$ cat config.mk
export PLATFORM = sky130hd
export DESIGN_NAME = mips_mc_sequencer
export DESIGN_NICKNAME = d
export VERILOG_FILES = /design/src/rtl/mips_mc_sequencer.sv
export SDC_FILE = /design/constraint.sdc
export NUM_CORES = 1
export LEC_CHECK = 0
export ABC_AREA = 1
export BUFFER_PORTS_ARGS = -buffer_cell sky130_fd_sc_hd__buf_2
export CAP_MARGIN = 10
export CORE_MARGIN = 5
export CORE_UTILIZATION = 54
export DETAILED_ROUTE_END_ITERATION = 7
export PLACE_DENSITY = 0.8
export SYNTH_ARGS = -nofsm -noshare
export SYNTH_HDL_FRONTEND = slang
export SYNTH_SLANG_ARGS = --single-unit
$ cat constraint.sdc
create_clock -name clock -period 4.3 [get_ports clock]
set_input_delay 0.215 -clock clock [delete_from_list [all_inputs] [get_ports clock]]
set_output_delay 0.215 -clock clock [all_outputs]
set_load 0.02 [all_outputs]
$ cat src/rtl/mips_mc_sequencer.sv
// Multi-cycle ID/EX/MEM/WB sequencer for the MIPS core.
// Clears the register file and data memory in hardware after reset.
module mips_mc_sequencer #(
    parameter int REG_COUNT   = 32,
    parameter int MEM_DEPTH   = 128,
    parameter int ADDR_W      = 7,
    parameter int MEM_TIMEOUT = 15,
    parameter int CNT_W       = 16
) (
    input  logic              clock,
    input  logic              reset,
    input  logic              instr_valid,
    input  logic [31:0]       instr_word,
    output logic              instr_ready,
    input  logic              flush,
    input  logic              mem_ack,
    output logic [31:0]       instr_q,
    output logic              id_en,
    output logic              ex_en,
    output logic              mem_en,
    output logic              wb_en,
    output logic              retire,
    output logic              illegal,
    output logic              mem_timeout,
    output logic              clr_rf_we,
    output logic              clr_mem_we,
    output logic [ADDR_W-1:0] clr_addr,
    output logic              init_done,
    output logic [CNT_W-1:0]  retired_cnt
);

    localparam int TW = (MEM_TIMEOUT > 0) ? $clog2(MEM_TIMEOUT + 1) : 1;
    localparam logic [TW-1:0] TMO_LAST =
        (MEM_TIMEOUT > 0) ? TW'(MEM_TIMEOUT - 1) : '0;
    localparam logic [ADDR_W-1:0] CLR_LAST = ADDR_W'(MEM_DEPTH - 1);
    localparam logic [ADDR_W:0]   RF_END   = (ADDR_W + 1)'(REG_COUNT);

    typedef enum logic [2:0] {
        S_INIT, S_IDLE, S_ID, S_EX, S_MEM, S_WB
    } state_t;

    state_t        state, state_nx;
    logic [TW-1:0] stall_cnt;
    logic          legal, has_mem, has_wb;
    logic          clr_last, tmo_hit;
    logic          retire_nx, illegal_nx, tmo_nx;

    always_comb begin
        legal   = 1'b1;
        has_mem = 1'b0;
        has_wb  = 1'b0;
        case (instr_q[31:26])
            6'b000000, 6'b001000: has_wb = 1'b1;
            6'b100011: begin
                has_mem = 1'b1;
                has_wb  = 1'b1;
            end
            6'b101011: has_mem = 1'b1;
            6'b000100: legal = 1'b1;
            default:   legal = 1'b0;
        endcase
    end

    assign clr_last = (state == S_INIT) && (clr_addr == CLR_LAST);
    assign tmo_hit  = (MEM_TIMEOUT != 0) && (stall_cnt == TMO_LAST);

    // flush outranks every other exit from a busy stage
    always_comb begin
        state_nx   = state;
        retire_nx  = 1'b0;
        illegal_nx = 1'b0;
        tmo_nx     = 1'b0;
        case (state)
            S_INIT: if (clr_last) state_nx = S_IDLE;
            S_IDLE: if (instr_valid) state_nx = S_ID;
            S_ID: begin
                if (flush) begin
                    state_nx = S_IDLE;
                end else if (legal) begin
                    state_nx = S_EX;
                end else begin
                    state_nx   = S_IDLE;
                    illegal_nx = 1'b1;
                end
            end
            S_EX: begin
                if (flush) begin
                    state_nx = S_IDLE;
                end else if (has_mem) begin
                    state_nx = S_MEM;
                end else if (has_wb) begin
                    state_nx = S_WB;
                end else begin
                    state_nx  = S_IDLE;
                    retire_nx = 1'b1;
                end
            end
            S_MEM: begin
                if (flush) begin
                    state_nx = S_IDLE;
                end else if (mem_ack) begin
                    if (has_wb) begin
                        state_nx = S_WB;
                    end else begin
                        state_nx  = S_IDLE;
                        retire_nx = 1'b1;
                    end
                end else if (tmo_hit) begin
                    state_nx = S_IDLE;
                    tmo_nx   = 1'b1;
                end
            end
            S_WB: begin
                state_nx  = S_IDLE;
                retire_nx = !flush;
            end
            default: state_nx = S_INIT;
        endcase
    end

    always_ff @(posedge clock or posedge reset) begin
        if (reset) begin
            state       <= S_INIT;
            instr_q     <= '0;
            clr_addr    <= '0;
            init_done   <= 1'b0;
            stall_cnt   <= '0;
            retire      <= 1'b0;
            illegal     <= 1'b0;
            mem_timeout <= 1'b0;
            retired_cnt <= '0;
        end else begin
            state       <= state_nx;
            retire      <= retire_nx;
            illegal     <= illegal_nx;
            mem_timeout <= tmo_nx;
            if (retire_nx)
                retired_cnt <= retired_cnt + CNT_W'(1);
            if (state == S_IDLE && instr_valid)
                instr_q <= instr_word;
            if (state == S_INIT) begin
                clr_addr <= clr_last ? '0 : clr_addr + ADDR_W'(1);
                if (clr_last)
                    init_done <= 1'b1;
            end
            if (state == S_MEM && !mem_ack)
                stall_cnt <= stall_cnt + TW'(1);
            else
                stall_cnt <= '0;
        end
    end

    assign instr_ready = (state == S_IDLE);
    assign id_en       = (state == S_ID);
    assign ex_en       = (state == S_EX);
    assign mem_en      = (state == S_MEM);
    assign wb_en       = (state == S_WB);
    // the sweep strobes are decoded from INIT, so mask them while reset is held
    assign clr_mem_we  = (state == S_INIT) && !reset;
    assign clr_rf_we   = clr_mem_we && ({1'b0, clr_addr} < RF_END);

endmodule

# ---- After elaboration in Yosys (flattened, before gate mapping)
# Index checks and enable logic that the tools add are counted.
dict set report totals {
  register_bits 66
  output_inout_bits 66
}
dict set report classes {
  addsub 3
  n_lt_le_gt_ge 1
  n_eq_ne 14
  muxes 29
  n_reduce_logical 15
}
# cell count
set ops {}
lappend ops {{$mux 3} 8}
lappend ops {{$pmux 3 s6} 1}
lappend ops {{$add 16x1->16 const B} 1}
lappend ops {{$mux 1} 15}
lappend ops {{$eq 6x6->1 const B} 2}
lappend ops {{$add 7x1->7 const B} 1}
lappend ops {{$eq 7x7->1 const B} 1}
lappend ops {{$lt 7x6->1 const B} 1}
lappend ops {{$mux 7} 1}
lappend ops {{$eq 3x2->1 const B} 2}
lappend ops {{$eq 3x3->1 const B} 2}
lappend ops {{$eq 6x3->1 const B} 1}
lappend ops {{$eq 6x4->1 const B} 1}
lappend ops {{$logic_not 6->1} 1}
lappend ops {{$logic_and 1x1->1} 5}
lappend ops {{$reduce_or 5->1} 1}
lappend ops {{$add 4x1->4 const B} 1}
lappend ops {{$eq 4x4->1 const B} 1}
lappend ops {{$mux 2} 2}
lappend ops {{$mux 4} 1}
lappend ops {{$ne 2x2->1 const B} 2}
lappend ops {{$ne 4x3->1 const B} 1}
lappend ops {{$eq 3x1->1 const B} 1}
lappend ops {{$logic_not 1->1} 3}
lappend ops {{other kinds (6)} 6}

# ---- Logic depth before layout (Yosys ltp)
dict set report depth {
  word_depth 7
  mapped_depth 9
  depth_no_buf 8
}

# ---- Least setup slack after synthesis
# OpenSTA, ideal clock, no wires.
dict set report synth_path {
  kind {register to output}
  from {register state[1]}
  to {output clr_rf_we}
  arrival_ns 1.350
  required_time_ns 4.085
  path_slack_ns 2.735
  path_stages_with_launch 4
  path_buffers 0
  path_cell_list {dfrtp_1 > nor2_1 > nand2_1 > nor4_1}
}
dict set report synth_via {
  elab_chain_cells 3
}
# item line_no
set synth_lines {}
lappend synth_lines {{from (decl)} 42} ;# state_t state, state_nx;
lappend synth_lines {{from (signal assigned)} 133} ;# state <= state_nx;
lappend synth_lines {{$logic_not 3->1} 159} ;# assign clr_mem_we = (state == S_INIT) && !reset;
lappend synth_lines {{$logic_and 1x1->1} 159}
lappend synth_lines {{$logic_and 1x1->1} 160} ;# assign clr_rf_we = clr_mem_we && ({1'b0, clr_addr} < RF_END);
lappend synth_lines {{to (decl)} 25} ;# output logic clr_rf_we,
# No other way between the ends.

# ---- Worst setup path after layout
dict set report layout_path {
  from {register state[2]}
  to {register instr_q[19]}
}
dict set report layout_via {
  elab_chain_cells 2
}
# item line_no
set layout_lines {}
lappend layout_lines {{$eq 3x1->1} 139} ;# if (state == S_IDLE && instr_valid)
lappend layout_lines {{$logic_and 1x1->1} 139}
lappend layout_lines {{to (signal assigned)} 140} ;# instr_q <= instr_word;
lappend layout_lines {{to (decl)} 17} ;# output logic [31:0] instr_q,
# No other way between the ends.
# A chain may end at the register's enable or synchronous reset.

==> impl_metrics.ini <==
[grt]
grt_pass1_vias = 2703
grt_start_max_net_pins = 67
grt_usage_pct = 21.0
overflow = 0
antenna_found_initial = 0
grt_pass1_wl_mm = 12.3

[worst_setup_path]
cp-endpoint = instr_q[19]
reg2reg_slack_ns = 2.53
cp.depth = 5
max_stage_delay_ns = 0.45
worstPathRequired_ns = 4.52
path_class = flip-flop to flip-flop
cp-start-kind = flip-flop
r2r_end = instr_q[19]
r2r-start = state[2]
crit_family = simple AND/OR/NAND/NOR gates
r2r_cells = 5
critPathSlowestCell = mux2_2
critical_path.startpoint = state[2]
cp.arrival_ns = 2.00
crit_fanout = 34
end_kind = flip-flop
crit_buf_inv = 1
crit_path_cell_trace = inv_1, nand2_4, nor2_4, nand2_2, mux2_2

[synthesis]
synth-compound-area-share_pct = 2.29
syn-num-nets = 378
yosysUniqueCellTypes = 25
synth-simple-area-share_pct = 24.8
ys_async_sr_fraction_pct = 100
ys.flop_type = dfrtp_1
ys_ff_latch = 66
synth-xor-area-share_pct = 3.32
synth_top_family_by_area = simple AND/OR/NAND/NOR gates
muxShareOfSynthArea_pct = 10.7
synth-adder-area-share_pct = 1.58
seq_area_frac_synth_pct = 52.1
syn_inst = 337
synth_edf_count = 0
avgSynthCellArea_sq_um = 9.40
netlist_area_sq_mm = 0.00317
yosys_warnings = 0

[floorplanning]
start_util_pct = 56.5
row_count = 27
die-area_sq_mm = 0.00750
ioPinCount = 103
die_w_microns = 86.6
die_h_microns = 86.6
coreArea_sq_mm = 0.00561

[pwr]
ir_drop_v = 0.000583
p_leak_nw = 2.09
p_total_mw = 2.40
pwr_density_cell_mw_per_mm2 = 617

[cells_and_area]
mostFrequentLayoutCells = 102 x buf_2, 77 x nand2_1, 66 x dfrtp_1
seq_area_sq_mm = 0.00165
multi_input_area_sq_mm = 0.00135
fin_cells = 520
diodes = 0
final_util_pct = 69.3
area_growth_pct = 22.6
nets = 486
layout_commonest_cell = buf_2
layout-drive-gt1-share_pct = 34.8
fillCellCount = 462

[placement]
portBuffers = 102
place_congestion = 0.917
hpwlAfterDp_mm = 5.23
dpl.cell_count = 506

[run]
maxCapViolations = 0

[timing]
slew_headroom_pct = 45.8
grt_setup_unrepaired = false
slew_violations = 0
finalSetupTns_ns = 0
hold_viol_final = 0
clock.fmax_ghz = 0.564
setup_viol = 0
fin_crit_ns = 1.77
skew_ns = 0.00633
period_share_pct = 41.3
worst_pin_slew_ns = 0.814

[clock_tree]
cts_tree = yes
clock_path_buffers = 2
htreeDepth = 3
postCtsSetupRepairBufs = 0
root_buffer = clkbuf_8
clkTransAtPathRegs_ns = 0.07
cts_made_buffers = 9
cts_resized = 0
clkSinkCount = 66
ctsHoldBuffers = 0
clock_latency_ns = 0.34

[route]
wl_met2_mm = 3.31
met1_length_mm = 2.84
dr_total_vias = 2710
wl_met3_microns = 749
top_layer = met4
avgRoutedWirePerCell_microns = 13.7
wl_mm = 7.11
viasPerCell = 5.21
ant_nets = 0
post-route-drc-count = 0
first_iter_violations = 144
drtPass1Iterations = 4

[hold_path]
hold_path.class = input port to flip-flop
hold_start = instr_word[0]

[run_status]
status = complete, no violations
==> metal layers <==
| metal | GRT usage, % | up-vias |
|---|---|---|
| met4 | 11.9 | 0 |
| met2 | 32.5 | 100 |
| met1 | 24.8 | 1274 |
| met3 | 8.56 | 17 |
| li1 | - | 1319 |
| met5 | 0 | - |
==> cell families after synthesis <==
| group | after synthesis |
|---|---|
| buffers and inverters | 36 |
| XOR/XNOR | 12 |
| AO/OA/AOI/OAI | 14 |
| flip-flops | 66 |
| multiplexers | 30 |
| AND/OR/NAND/NOR | 175 |
| adder cells (fa/ha/maj) | 4 |
==> through the flow <==
stage / setup WS (ns) / hold slack, ns / cell area, sq um
floorplan: 2.43 / 0.288 / 3170
global placement: 2.55 / 0.445 / 3720
detailed placement: 2.52 / 0.451 / 3720
CTS: 2.49 / 0.0838 / 3880
global route: 2.35 / 0.0829 / 3880
finish: 2.53 / 0.102 / 3880
==> synthesized netlist by cell type (4+ instances only) <==
library cell | instances | area share, %
inv_1 | 29 | 3.4
nand3_1 | 43 | 6.8
a21oi_1 | 6 | 0.95
mux2_2 | 30 | 11
nor3_1 | 5 | 0.79
o21ai_0 | 6 | 0.95
nor2_1 | 34 | 4.0
nand4_1 | 5 | 0.99
nand2_1 | 77 | 9.1
ha_1 | 4 | 1.6
xor2_1 | 6 | 1.7
dfrtp_1 | 66 | 52
xnor2_1 | 6 | 1.7
==> where the power goes <==
group	leakage (nW)	switching [mW]	internal, mW
clock	0.0810	0.220	0.216
sequential	0.836	0.149	0.822
combinational	1.17	0.608	0.383
total	2.09	0.976	1.42
==> final cells by class <==
cell class / instances / share of cell area [%]
Tap cell: 72 / 2.32
Clock buffer: 11 / 3.64
Sequential cell: 66 / 42.5
Timing Repair Buffer: 103 / 13.3
Inverter: 30 / 2.90
Clock inverter: 3 / 0.451
Multi-Input combinational cell: 235 / 34.8
==> worst min path at each step <==
stage / to / slack (ns) / cells after the start
after floorplan: illegal / 0.29 / 1
after global placement: instr_q[2] / 0.45 / 2
after detailed placement: instr_q[26] / 0.45 / 2
after CTS: instr_q[7] / 0.08 / 2
after global routing: instr_q[1] / 0.08 / 2
final: instr_q[0] / 0.10 / 2
==> state kept, by name, indices dropped and copies added (netlist names) <==
name / cells
state: 3
retire: 1
init_done: 1
clr_addr: 7
retired_cnt: 16
illegal: 1
mem_timeout: 1
stall_cnt: 4
instr_q: 32
Power figures use the tool's default switching activity.
